===== config.mk =====
export PLATFORM = sky130hd
export DESIGN_NAME = dmem_arbiter
export DESIGN_NICKNAME = d
export VERILOG_FILES = /design/src/rtl/dmem_arbiter.sv
export SDC_FILE = /design/constraint.sdc
export NUM_CORES = 1
export LEC_CHECK = 0
export CORE_MARGIN = 5
export CORE_UTILIZATION = 19
export CTS_CLUSTER_SIZE = 14
export DETAILED_ROUTE_END_ITERATION = 10
export PLACE_DENSITY_LB_ADDON = 0.12
export SETUP_SLACK_MARGIN = 0.05
export SYNTH_ARGS = -nofsm -noshare
export SYNTH_HDL_FRONTEND = slang
export SYNTH_SLANG_ARGS = --single-unit

===== constraint.sdc =====
create_clock -name clock -period 1.6 [get_ports clock]
set_input_delay 0.24 -clock clock [delete_from_list [all_inputs] [get_ports clock]]
set_output_delay 0.24 -clock clock [all_outputs]
set_load 0.01 [all_outputs]

===== src/rtl/dmem_arbiter.sv =====
// dmem_arbiter
//   Shares the single-port data memory between the pipeline MEM stage and an
//   external (debug / program-loader) requester. The pipeline normally wins.
//   A saturating starvation counter forces one external slot after
//   STARVE_LIMIT consecutive pipeline wins while the external port waits.
//   The synchronous DMEM read word is routed back to whichever side issued
//   the read on the previous cycle.
//
// Ports
//   clock, reset          sole clock; synchronous active-high reset
//   in_pipe_load/store    pipeline request (store wins if both are set)
//   in_pipe_addr          pipeline address
//   in_pipe_wr_word       pipeline store data
//   out_pipe_stall        pipeline lost arbitration this cycle
//   out_pipe_rd_word      pipeline load data, cycle after a granted load
//   in_ext_req/we         external request / write-not-read, held until ack
//   in_ext_addr           external address
//   in_ext_wr_word        external write data
//   out_ext_ack           external request granted this cycle
//   out_ext_rd_valid      external read data valid
//   out_ext_rd_word       external read data
//   out_mem_addr          DMEM address
//   out_mem_wr_word       DMEM write data
//   out_mem_write_en      DMEM write enable
//   in_mem_rd_word        DMEM read data, one cycle after the address

module dmem_arbiter #(
    parameter int DMEM_ADDR_WIDTH = 12,
    parameter int DMEM_WORD_WIDTH = 16,
    parameter int STARVE_LIMIT    = 4,
    parameter int CNT_WIDTH       = 3
) (
    input  logic                       clock,
    input  logic                       reset,
    input  logic                       in_pipe_load,
    input  logic                       in_pipe_store,
    input  logic [DMEM_ADDR_WIDTH-1:0] in_pipe_addr,
    input  logic [DMEM_WORD_WIDTH-1:0] in_pipe_wr_word,
    output logic                       out_pipe_stall,
    output logic [DMEM_WORD_WIDTH-1:0] out_pipe_rd_word,
    input  logic                       in_ext_req,
    input  logic                       in_ext_we,
    input  logic [DMEM_ADDR_WIDTH-1:0] in_ext_addr,
    input  logic [DMEM_WORD_WIDTH-1:0] in_ext_wr_word,
    output logic                       out_ext_ack,
    output logic                       out_ext_rd_valid,
    output logic [DMEM_WORD_WIDTH-1:0] out_ext_rd_word,
    output logic [DMEM_ADDR_WIDTH-1:0] out_mem_addr,
    output logic [DMEM_WORD_WIDTH-1:0] out_mem_wr_word,
    output logic                       out_mem_write_en,
    input  logic [DMEM_WORD_WIDTH-1:0] in_mem_rd_word
);

    localparam logic [CNT_WIDTH-1:0] STARVE_MAX = CNT_WIDTH'(STARVE_LIMIT);

    logic                 pipe_req;
    logic                 grant_ext;
    logic                 grant_pipe;
    logic [CNT_WIDTH-1:0] cnt;
    logic                 pipe_rd_pend;
    logic                 ext_rd_pend;

    // Grants are suppressed during reset so every DMEM-facing and
    // requester-facing output reads as idle while reset is held.
    always_comb begin
        pipe_req   = in_pipe_load | in_pipe_store;
        grant_ext  = !reset && in_ext_req && (!pipe_req || cnt == STARVE_MAX);
        grant_pipe = !reset && pipe_req && !grant_ext;
    end

    always_comb begin
        out_mem_addr     = '0;
        out_mem_wr_word  = '0;
        out_mem_write_en = 1'b0;
        if (grant_ext) begin
            out_mem_addr     = in_ext_addr;
            out_mem_wr_word  = in_ext_wr_word;
            out_mem_write_en = in_ext_we;
        end else if (grant_pipe) begin
            out_mem_addr     = in_pipe_addr;
            out_mem_wr_word  = in_pipe_wr_word;
            out_mem_write_en = in_pipe_store;
        end
    end

    // Pending flags are still live during the reset cycle, so the read-data
    // outputs are gated by reset to drop an in-flight read immediately.
    always_comb begin
        out_ext_ack      = grant_ext;
        out_pipe_stall   = pipe_req && grant_ext;
        out_pipe_rd_word = (pipe_rd_pend && !reset) ? in_mem_rd_word : '0;
        out_ext_rd_valid = ext_rd_pend && !reset;
        out_ext_rd_word  = (ext_rd_pend && !reset) ? in_mem_rd_word : '0;
    end

    always_ff @(posedge clock) begin
        if (reset) begin
            cnt          <= '0;
            pipe_rd_pend <= 1'b0;
            ext_rd_pend  <= 1'b0;
        end else begin
            if (grant_ext || !in_ext_req) begin
                cnt <= '0;
            end else if (grant_pipe && cnt != STARVE_MAX) begin
                cnt <= cnt + CNT_WIDTH'(1);
            end
            // A combined load+store is treated as a store: no read return.
            pipe_rd_pend <= grant_pipe && in_pipe_load && !in_pipe_store;
            ext_rd_pend  <= grant_ext && !in_ext_we;
        end
    end

endmodule


==> results.md <==
- Top post-synthesis cells by area: a22o_1, and2_1, dfxtp_1
- RSZ-0062 raised after global routing: yes
- Die X: 74.57 µm
- R2r startpoint: cnt[1]
- Count of cell types in the netlist: 23
- Share of cells above drive strength 1: 39.69%
- DRT Pass-1 Iters: 4
- CTS root buf: clkbuf_8
- Initial antenna violation count: 0
- Gate Count Post-Synth: 96
- Pwr/cell area: 358.8 mW/mm²
- Multi-input gate area: 678.2 µm²
- Sinks on the clock net: 5
- Gr usage total: 14.11%
- DRT iter0 DRCs: 16
- Critical path, cell by cell: inv_2 -> ha_4 -> and3_4 -> nor3_4 -> buf_6 -> clkbuf_16 -> a22o_1 -> buf_2
- Finished Layout Cells: 307
- Routed wire length: 4.532 mm
- Dpl hpwl: 3.480 mm
- Yosys top cell area share: 28.75%
- CP Capture Type: output port
- Cell family with the largest share of critical-path delay: buffers and inverters
- Io pins: 142
- DRC viols: 0
- Register area: 102.6 µm²
- Most frequent cells after synthesis: and2_1, a22o_1, buf_6, dfxtp_1
- Routability cong.: 0.7479
- Place WS: -0.7252 ns
- Worst setup path category: reg -> out
- Max-slew violations: 0
- WHS Path Cells: 2
- Via density: 4.456
- Rows: 23
- Clock Path Buffers: 2
- DR WL/cell: 14.76 µm
- Leakage: 1.164 nW
- First-pass GRT wire length: 6.161 mm
- Core Region: 0.004029 mm²
- H-tree depth: 1
- Max_cap viols: 0
- Mapped Area: 792.0 µm²
- DP Area: 0.002328 mm²
- CP Launch Type: flop
- Gr ovfl total: 0
- Vias: 1368
- Syn Nets: 176
- Ys Warns: 0
- Reg2Reg Setup Slack: 0.26 ns
- Count leader, synth: and2_1
- Reg clk slew, reported paths: 0.04 ns
- # fillers: 395
- Area grow syn2layout: 199.1%
- Worst Path Max Fanout: 7
- Final setup margin: -0.2644 ns
- Worst rel slew slack: 80.00%
- Total Power: 849.9 µW
- Main flop type after synthesis: dfxtp_1
- Ant diodes: 0
- Run status: finished, violations left
- Synth area leader: a22o_1
- #FFs+latches synth: 5
- Die extent in y: 74.57 µm
- CP max-delay cell: dfxtp_2
- Failing checks: negative setup slack
- Die ar.: 0.005560 mm²
- Tightest Pin Transition: 0.2958 ns
- Hold slack final: 0.4787 ns
- PortBufs: 141
- Hold Startpoint: in_pipe_store
- Worst r2r path cells: 6
- Crit path DAT: 1.62 ns
- Post-synth EDFFs: 0
- Nets: 338
- CP startpoint: cnt[1]
- Worst Path Required: 1.36 ns
- Maximum vdd drop: 0.1811 mV
- TritonCTS Buffers: 3
- Final hold vios: 0
- Tcrit/Tclk final: 116.5%
- Post-route cell area: 0.002369 mm²
- Reg2Reg Capture Point: pipe_rd_pend
- Antenna-violating nets left: 0
- Vias in the first global route: 1380
- Final setup vio count: 30
- Worst path bufs/invs: 4
- Seq/Total Area, Yosys: 12.64%
- Minimum period implied by the final worst setup slack: 1.864 ns
- Clk_lat worst skew: 0.22 ns
- Avg Cell Area, Syn: 8.250 µm²
- Hold EP: pipe_rd_pend
- Largest net degree at the start of global routing: 20
- Max incr delay on CP: 0.32 ns
- CTS tree: built
- FFs w/ async S/R, synth: 0%
- Dpl cells: 290
- Worst min path class: in -> reg
- Max frequency: 536.4 MHz
- Initial Util: 19.66%
- Setup Skew: 0.0006632 ns
- Setup TNS: -6.993 ns
- Fin util: 58.79%
report_power, final:
| part | switching (mW) | leakage, nW | internal, mW |
|---|---|---|---|
| combinational | 0.155 | 1.10 | 0.328 |
| sequential | 0.00198 | 0.0416 | 0.129 |
| clock | 0.0648 | 0.0228 | 0.171 |
logic make-up (layout without fill, tap and decap cells):
| logic type | count (synthesis) | after routing | synth area share, % |
|---|---|---|---|
| XOR/XNOR | 1 | 1 | 1.106 |
| flip-flops | 5 | 5 | 12.64 |
| buffers and inverters | 9 | 169 | 9.162 |
| adder cells (fa/ha/maj) | 2 | 2 | 3.159 |
| AND/OR/NAND/NOR | 49 | 50 | 40.44 |
| AO/OA/AOI/OAI | 30 | 30 | 33.49 |
final cells by class:
type | instances | share of cell area [%]
Timing Repair Buffer | 163 | 62.18
Multi-Input combinational cell | 83 | 28.63
Sequential cell | 5 | 4.332
Tap cell | 50 | 2.641
Clock buffer | 4 | 1.902
Inverter | 2 | 0.3170
sequential cells by signal, indices dropped and copies added (netlist names):
signal        flops
ext_rd_pend       1
cnt               3
pipe_rd_pend      1
worst register-to-register path: stages, from the launching register on:
cell and delay, ns:
dfxtp_2 0.32, inv_2 0.04, ha_4 0.17, and3_4 0.18
buf_4 0.13, buf_6 0.11, nor4b_1 0.28
layout by cell type, fill, tap and decap left out, types with 3 or more instances in the layout:
master           Yosys  routed
a22o_1              26      26
and2_1              32      32
buf_12               0       3
buf_2                1      38
buf_4                0      10
buf_6                5      13
clkbuf_16            0       3
clkbuf_2             0      10
clkbuf_8             0       3
clkdlybuf4s15_1      0       6
clkdlybuf4s50_1      0      73
dfxtp_1              5       3
dlygate4sd2_1        0       4
nand2_1              3       3
layer usage:
layer  global-route usage, %  vias up  routed length (µm)
li1                        -      670                   -
met1                   13.92      584                1508
met2                   25.76      108                2172
met3                   6.351        6                 783
met4                   5.336        0                  68
met5                       0        -                   0
worst max-delay path by stage:
stage | endpoint | cells after the start | slack [ns]
floorplan | out_mem_addr[0] | 6 | -0.01
global placement | out_mem_addr[11] | 6 | -0.71
detailed placement | out_mem_addr[11] | 6 | -0.73
CTS | out_mem_wr_word[12] | 8 | -0.25
global route | out_mem_addr[1] | 8 | -0.34
finish | out_mem_wr_word[5] | 8 | -0.26
what timing repair did:
| action | 4_1_cts | 5_1_grt |
|---|---|---|
| setup buffers | 5 | 2 |
| endpoints found under the setup margin | 64 | 47 |
| hold buffers | 0 | 0 |
| hold endpoints to repair | 0 | 0 |
| gates cloned | 3 | 3 |
| resized for setup | 237 | 23 |
| pin swaps | 2 | 10 |
Note: power is estimated with default switching activity, not from simulation.
